**config.mk**
```make
export PLATFORM = sky130hd
export DESIGN_NAME = cpu_phase_sequencer
export DESIGN_NICKNAME = d
export VERILOG_FILES = /design/src/rtl/cpu_phase_sequencer.sv
export SDC_FILE = /design/constraint.sdc
export NUM_CORES = 1
export LEC_CHECK = 0
export CORE_ASPECT_RATIO = 0.9
export CORE_MARGIN = 2
export CORE_UTILIZATION = 43
export DETAILED_ROUTE_END_ITERATION = 12
export GPL_TIMING_DRIVEN = 0
export PLACE_DENSITY_LB_ADDON = 0.12
export REMOVE_ABC_BUFFERS = 1
export SETUP_SLACK_MARGIN = 0.05
export SYNTH_ARGS = -nofsm -noshare
export SYNTH_HDL_FRONTEND = slang
export SYNTH_SLANG_ARGS = --single-unit
```
**constraint.sdc**
```tcl
create_clock -name clk -period 2.6 [get_ports clk]
set_input_delay 0.78 -clock clk [delete_from_list [all_inputs] [get_ports clk]]
set_output_delay 0.78 -clock clk [all_outputs]
set_load 0.1 [all_outputs]
```
**src/rtl/cpu_phase_sequencer.sv**
```systemverilog
// cpu_phase_sequencer
// Sequences one instruction at a time through
// IDLE -> FETCH -> DECODE -> EXECUTE -> [MEMORY] -> WRITE and generates the
// per-phase enables for the PC, instruction memory, register file, data memory
// and write-back path. FETCH and MEMORY wait on ready handshakes and fall into a
// sticky FAULT state if a wait exceeds TIMEOUT cycles. Halt/run/single-step
// debug control acts only at instruction boundaries (WRITE).
//
// Handshakes: imem_req (dmem_req) is held high for every cycle the sequencer
// waits in FETCH (MEMORY with a load/store); the transfer completes in the
// cycle the matching *_ready is sampled high on the rising clock edge, and the
// sequencer leaves the phase on that edge. Ready wins over a coinciding timeout.
//
// Ports:
//   clk, rst            clock; synchronous active-high reset
//   run                 1 = free-run, 0 = stop at the next instruction boundary
//   step                one-cycle pulse; while halted runs exactly one instruction
//   halt_req            request halt at the next instruction boundary
//   is_mem_op, is_wb    decoded instruction attributes, valid from DECODE onward
//   imem_ready          instruction memory data valid
//   dmem_ready          data memory access complete
//   imem_req, dmem_req  memory requests
//   if_en, id_en, exe_en, mem_en, wb_en   per-phase enables
//   state               current state encoding (debug / checker visibility)
//   halted, fault       state == HALT / state == FAULT (sticky until rst)
//   retire, retire_cnt  one-cycle pulse per completed instruction, and its count
module cpu_phase_sequencer #(
  parameter int RETIRE_W    = 32,
  parameter int TIMEOUT     = 16,
  parameter int BOOT_CYCLES = 1,
  parameter int SKIP_MEM    = 1
) (
  input  logic                clk,
  input  logic                rst,
  input  logic                run,
  input  logic                step,
  input  logic                halt_req,
  input  logic                is_mem_op,
  input  logic                is_wb,
  input  logic                imem_ready,
  input  logic                dmem_ready,
  output logic                imem_req,
  output logic                dmem_req,
  output logic                if_en,
  output logic                id_en,
  output logic                exe_en,
  output logic                mem_en,
  output logic                wb_en,
  output logic [2:0]          state,
  output logic                halted,
  output logic                fault,
  output logic                retire,
  output logic [RETIRE_W-1:0] retire_cnt
);

  typedef enum logic [2:0] {
    S_IDLE    = 3'b000,
    S_FETCH   = 3'b001,
    S_DECODE  = 3'b010,
    S_EXECUTE = 3'b011,
    S_MEMORY  = 3'b100,
    S_WRITE   = 3'b101,
    S_FAULT   = 3'b110,
    S_HALT    = 3'b111
  } state_t;

  localparam int  WAIT_W  = (TIMEOUT > 1) ? $clog2(TIMEOUT + 1) : 1;
  localparam int  BOOT_N  = (BOOT_CYCLES > 1) ? BOOT_CYCLES : 1;
  localparam int  BOOT_W  = (BOOT_N > 1) ? $clog2(BOOT_N) : 1;
  localparam bit  TMO_EN  = (TIMEOUT > 0);
  localparam bit  SKIP_EN = (SKIP_MEM != 0);
  // Last wait count that is still allowed; one more miss means timeout.
  localparam logic [WAIT_W-1:0] WAIT_LAST = WAIT_W'((TIMEOUT > 0) ? TIMEOUT - 1 : 0);
  localparam logic [BOOT_W-1:0] BOOT_LAST = BOOT_W'(BOOT_N - 1);

  state_t                state_q, state_d;
  logic [WAIT_W-1:0]     wait_q, wait_d;
  logic [BOOT_W-1:0]     boot_q, boot_d;
  logic                  spend_q, spend_d;   // step_pending
  logic                  hpend_q, hpend_d;   // latched halt request
  logic [RETIRE_W-1:0]   cnt_q, cnt_d;

  always_comb begin
    state_d = state_q;
    wait_d  = '0;       // counters clear whenever their phase is left
    boot_d  = '0;
    spend_d = spend_q;
    // A halt_req pulse seen mid-instruction must survive until WRITE, where
    // the boundary decision is made; it never aborts the instruction.
    hpend_d = hpend_q | (halt_req & (state_q != S_HALT));
    cnt_d   = cnt_q;
    case (state_q)
      S_HALT: begin
        hpend_d = 1'b0;
        if (run) begin
          state_d = S_IDLE;
        end else if (step) begin
          state_d = S_IDLE;
          spend_d = 1'b1;
        end
      end
      S_IDLE: begin
        if (boot_q == BOOT_LAST) state_d = S_FETCH;
        else                     boot_d  = boot_q + BOOT_W'(1);
      end
      S_FETCH: begin
        if (imem_ready)                         state_d = S_DECODE;
        else if (TMO_EN && wait_q == WAIT_LAST) state_d = S_FAULT;
        else                                    wait_d  = wait_q + WAIT_W'(1);
      end
      S_DECODE:  state_d = S_EXECUTE;
      S_EXECUTE: state_d = (is_mem_op || !SKIP_EN) ? S_MEMORY : S_WRITE;
      S_MEMORY: begin
        // Non-memory instructions pass through in a single cycle.
        if (!is_mem_op || dmem_ready)           state_d = S_WRITE;
        else if (TMO_EN && wait_q == WAIT_LAST) state_d = S_FAULT;
        else                                    wait_d  = wait_q + WAIT_W'(1);
      end
      S_WRITE: begin
        cnt_d = cnt_q + RETIRE_W'(1);
        if (!run || halt_req || hpend_q || spend_q) begin
          state_d = S_HALT;
          spend_d = 1'b0;
          hpend_d = 1'b0;
        end else begin
          state_d = S_FETCH;
        end
      end
      S_FAULT:  state_d = S_FAULT;
      default:  state_d = S_HALT;
    endcase
  end

  always_ff @(posedge clk) begin
    if (rst) begin
      state_q <= S_HALT;
      wait_q  <= '0;
      boot_q  <= '0;
      spend_q <= 1'b0;
      hpend_q <= 1'b0;
      cnt_q   <= '0;
    end else begin
      state_q <= state_d;
      wait_q  <= wait_d;
      boot_q  <= boot_d;
      spend_q <= spend_d;
      hpend_q <= hpend_d;
      cnt_q   <= cnt_d;
    end
  end

  // Phase outputs: decoded from the registered state plus the handshake and
  // decode inputs, so each enable can only ever be high in its own state.
  always_comb begin
    imem_req = (state_q == S_FETCH);
    if_en    = (state_q == S_FETCH) & imem_ready;
    id_en    = (state_q == S_DECODE);
    exe_en   = (state_q == S_EXECUTE);
    mem_en   = (state_q == S_MEMORY);
    dmem_req = (state_q == S_MEMORY) & is_mem_op;
    wb_en    = (state_q == S_WRITE) & is_wb;
    retire   = (state_q == S_WRITE);
    halted   = (state_q == S_HALT);
    fault    = (state_q == S_FAULT);
  end

  assign state      = state_q;
  assign retire_cnt = cnt_q;

endmodule
```
Word level (Yosys, flattened, before mapping)
Cells that the tools add are included.
W data, S select, Z words.

word-level totals
  flip-flop bits (word level) = 43
  logic and storage cells = 60

cells by class
  mux-type cells = 19
  equal/unequal tests = 14
  reduce and logical (&&, ||, !) cells = 11
  bitwise operators = 7
  add/subtract/negate cells = 3

operators by type and width
  kind                     count
  $add A32 B1 Y32 const B  1
  $pmux W3 S8              1
  $mux W3                  7
  $mux W5                  3
  $eq A3 B3 Y1 const B     4
  $pmux W5 S2              1
  $eq A3 B2 Y1 const B     2
  $ne A2 B2 Y1 const B     3
  $ne A3 B3 Y1 const B     2
  $add A5 B1 Y5 const B    1
  $eq A5 B4 Y1 const B     1
  $mux W1                  5
  $and A1 B1 Y1            4
  $logic_or A1 B1 Y1       4
  $pmux W1 S2              2
  $reduce_and A4 Y1        1
  $eq A3 B1 Y1 const B     1
  $logic_not A3 Y1         1
  $reduce_or A3 Y1         1
  $logic_not A1 Y1         2
  $ne A2 B1 Y1 const B     1
  $not A1 Y1               2
  $reduce_and A2 Y1        1
  $reduce_bool A2 Y1       1
  other kinds (2)          2

Depth between registers and ports, before layout
  depth in word-level cells = 6
  depth in mapped cells = 7
  gate-level depth less buffers = 5

Worst setup path after synthesis
OpenSTA, ideal clock, no wires.

  path type = register -> output
  start point = register state_q[0], in the netlist state[0]
  end point = output port if_en
  data required time = 1.820 ns
  stages on the path, launching flop included = 3
  slack = -2.604 ns
  arrival = 4.424 ns
  cells stage by stage = dfxtp_1 nor3b_1 and2_1

between the ends
  word-level cells in the longest chain between the ends = 2

ends and longest elaborated chain
  item                    line  source
  from (decl)             76    state_t state_q, state_d;
  from (signal assigned)  143   state_q <= state_d;
  $eq A3 B1 Y1            n/a
  named net imem_req      42    output logic imem_req,
  $and A1 B1 Y1           156   if_en = (state_q == S_FETCH) & imem_ready;
  to (decl)               44    output logic if_en,

The timed path passes the listed nets, and every way through them passes these cells.

Worst setup path after layout
  start point = input port imem_ready
  end point = output port if_en

between the ends
  word-level cells in the longest chain between the ends = 1

ends and longest elaborated chain
  item           line  source
  from (decl)    40    input logic imem_ready,
  $and A1 B1 Y1  156

Every way passes these cells.

==> summary.md <==
| Metric | Value |
|---|---|
| Status | completed |
| Seq/Total Area, Yosys | 40.4% |
| Hold Crit Class | flip-flop to flip-flop |
| Endpoints failing setup | 0 |
| Sw Ratio | 48.9% |
| Logic gate share of total power | 43.0% |
| H-Tree Depth | 2 |
| Util after Layout | 56.4% |
| First-pass GRT wire length | 8.22 mm |
| Starting DRT DRC Count | 92 |
| CTS tree | yes |
| Clock transition at path regs | 0.07 ns |
| Critical path buffer and inverter count | 2 |
| Ant diodes | 0 |
| Initial Util | 44.3% |
| Multi-input logic area | 1180 sq um |
| Yosys reg bits | 43 |
| Core area | 4800 sq um |
| Max FO, Critical Path | 5 |
| Largest net degree at the start of global routing | 42 |
| # Max-Cap Violations | 0 |
| Standard-cell row count | 24 |
| Family with the most delay on the worst path | buffers and inverters |
| Number of buffers created by CTS | 5 |
| FF-to-FF End | retire_cnt[26] |
| DR vias/cell | 5.33 |
| Worst-path cell chain | clkdlybuf4s50_1 > and2_1 > buf_4 |
| R2R cell count | 4 |
| Flip-flop and latch area | 865 sq um |
| Clk sink count | 43 |
| Slowest cell on the critical path | clkdlybuf4s50_1 |
| Post-Route M1 WL | 2.28 mm |
| Detail Route Antenna Nets | 0 |
| Cell Pwr Density | 799 nW/um^2 |
| # IOs | 54 |
| Root buf cell | clkbuf_8 |
| Yosys cell types | 42 |
| Critical path endpoint category | output port |
| Fraction of registers with async set/reset | 0% |
| Total number of vias | 1950 |
| DR WL/cell | 12.9 microns |
| Switch Pwr | 0.00106 W |
| Final instance area | 2710 sq um |
| Leak | 1.08 nW |
| Final hold violations | 0 |
| Setup ws final | 0.0878 ns |
| Fill cell count | 484 |
| Drt pass-1 iters | 4 |
| Tot Pwr | 0.00216 W |
| Initial antenna violation count | 0 |
| Yosys warns | 0 |
| Main synth FF type | dfxtp_1 |
| Clk buf depth | 2 |
| Sequential share of power | 37.4% |
| Worst reg2reg startpoint | state[2] |
| Crit path from | imem_ready |
| DRC | 0 |
| Number of cells on the critical path | 3 |
| Met3 wire length | 189 microns |
| Number of setup buffers added after CTS | 0 |
| Final Critical Period | 2.51 ns |
| WL met2 | 2.22 mm |
| Clock Power Share | 19.6% |
| Critical path destination | if_en |
| Part of the cycle the worst path needs | 96.6% |
| Max_slew headroom | 35.9% |
| Clk Latency, worst-skew pair | 0.29 ns |
| Synthesis-to-finish area growth | 27.1% |
| Post-place setup slack | -0.753 ns |
| RSZ-0062 raised after global routing | true |
| Vias in the first global route | 1797 |
| Crit path kind | primary input to output port |
| Crit path launch type | primary input |
| VDD IR max | 1.10 mV |
| Slowest stage delay, CP | 0.52 ns |
| Post-Route WL | 4.71 mm |
| GRT overflow | 0 |
| Top Layer Used | met4 |
| DIE AREA | 5530 sq um |
| Pint | 0.00111 W |
| Hpwl dp | 3.23 mm |
| Post-synthesis cell count | 254 |
| Share of layout cells above drive strength 1 | 10.3% |
| Total Nets Final | 312 |
| # port buffers | 53 |
| Die height | 70.8 microns |
| Clk_skew | 0.00869 ns |
| Crit path DAT | 1.73 ns |
| Worst slew pin tran | 0.965 ns |
| CP Data Required Time | 1.82 ns |
| Placed cell area | 2680 sq um |
| Pins Over Slew Limit | 0 |
| Reg2reg setup slack | 0.22 ns |
| Routability Congestion | 0.764 |
| Number of enable flip-flop cells after synthesis | 0 |
| Syn avg cell area | 8.38 sq um |
| Post-synthesis cell area | 2130 sq um |
| GRT Total Usage | 18.4% |
| Fmax | 398 MHz |
| Die X-Extent | 78.2 microns |
| Setup TNS | 0 ns |
repair_timing:
item                                    4_1_cts  5_1_grt
resized for setup                            80        5
endpoints found under the setup margin       46        3
hold buffers                                  0        0
endpoints found under the hold margin         0        0
layout by cell type (no fill, tap or decap), types with 2 or more instances in the layout:
cell | netlist | final
nor3_1 | 7 | 7
mux2_2 | 5 | 5
inv_1 | 7 | 7
o31ai_1 | 9 | 9
nand4_1 | 10 | 10
a211oi_1 | 2 | 2
clkdlybuf4s15_2 | 0 | 4
and2_1 | 4 | 4
nand3_1 | 11 | 11
or3_1 | 8 | 8
a21oi_1 | 21 | 21
nor2b_1 | 7 | 7
clkdlybuf4s50_1 | 0 | 7
ha_1 | 2 | 2
nor4_1 | 4 | 4
buf_2 | 2 | 4
and3_1 | 3 | 3
a21o_1 | 2 | 2
nand2b_1 | 5 | 5
dfxtp_1 | 43 | 40
or4_1 | 12 | 12
buf_4 | 0 | 2
o21ai_0 | 9 | 9
xor2_1 | 5 | 5
nand3b_1 | 2 | 2
clkbuf_8 | 0 | 6
dlygate4sd2_1 | 0 | 35
and4_1 | 4 | 4
dfxtp_2 | 0 | 3
nand2_1 | 16 | 16
xnor2_1 | 7 | 7
nor2_1 | 23 | 23
flip-flops by register name, indices dropped and copies added, names as in the netlist:
name,cells
state,3
wait_q,5
spend_q,1
boot_q,1
retire_cnt,32
hpend_q,1
stage by stage:
step / hold WS [ns] / instances
3_3_place_gp: 0.436 / 359
5_1_grt: 0.487 / 366
2_1_floorplan: 0.418 / 241
4_1_cts: 0.456 / 366
3_5_place_dp: 0.442 / 359
6_report: 0.455 / 366
synth_stat cells (8+ instances only):
| library cell | count | share of area (%) |
|---|---|---|
| dfxtp_1 | 43 | 40 |
| nor2_1 | 23 | 4.1 |
| a21oi_1 | 21 | 4.9 |
| o31ai_1 | 9 | 3.2 |
| clkbuf_1 | 9 | 1.6 |
| nand2_1 | 16 | 2.8 |
| or4_1 | 12 | 4.2 |
| nand4_1 | 10 | 2.9 |
| or3_1 | 8 | 2.4 |
| nand3_1 | 11 | 2.6 |
| o21ai_0 | 9 | 2.1 |
final cells by class:
| class | count | area share [%] |
|---|---|---|
| Multi-Input combinational cell | 190 | 43.6 |
| Sequential cell | 43 | 31.9 |
| Timing Repair Buffer | 53 | 17.1 |
| Clock buffer | 6 | 3.05 |
| Tap cell | 65 | 3.00 |
| Inverter | 8 | 1.11 |
| Clock inverter | 1 | 0.185 |
tightest hold or removal path, delay by kind of cell, from the launching register on:
kind | cells | cell delay (ns)
flops | 1 | 0.33
simple gates | 2 | 0.09
how the worst min path moves through the flow:
stage / from / end / slack, ns / cells after the start
6_report: wait_q[4] / wait_q[4] / 0.46 / 2
4_1_cts: wait_q[4] / wait_q[4] / 0.46 / 2
5_1_grt: wait_q[4] / wait_q[4] / 0.49 / 2
3_3_place_gp: wait_q[4] / wait_q[4] / 0.44 / 2
3_5_place_dp: wait_q[4] / wait_q[4] / 0.44 / 2
2_1_floorplan: wait_q[4] / wait_q[4] / 0.42 / 2
routing by layer:
metal  GRT usage [%]  vias to the layer above
li1                -                     1009
met1            23.9                      901
met2            29.9                       38
met3            4.21                        2
met4            7.21                        0
met5               0                        -
logic make-up (layout without fill, tap and decap cells):
group	after synthesis	in the layout	share of synthesized area, %
AO/OA/AOI/OAI	47	47	13.2
XOR/XNOR	12	12	4.94
adder cells (fa/ha/maj)	2	2	1.17
buffers and inverters	21	68	4.17
flip-flops	43	43	40.4
multiplexers	5	5	2.64
other	1	1	0.176
AND/OR/NAND/NOR	123	123	33.3
power by group through the flow:
stage | clock (W) | sequential, W | combinational [W]
finish | 0.000424 | 0.000810 | 0.000930
detailed placement | 0 | 0.000820 | 0.000977
floorplan | 0 | 0.00102 | 0.000549
global placement | 0 | 0.000819 | 0.000978
global route | 0.000458 | 0.000826 | 0.000977
CTS | 0.000437 | 0.000810 | 0.000940
Power figures use the tool's default switching activity.
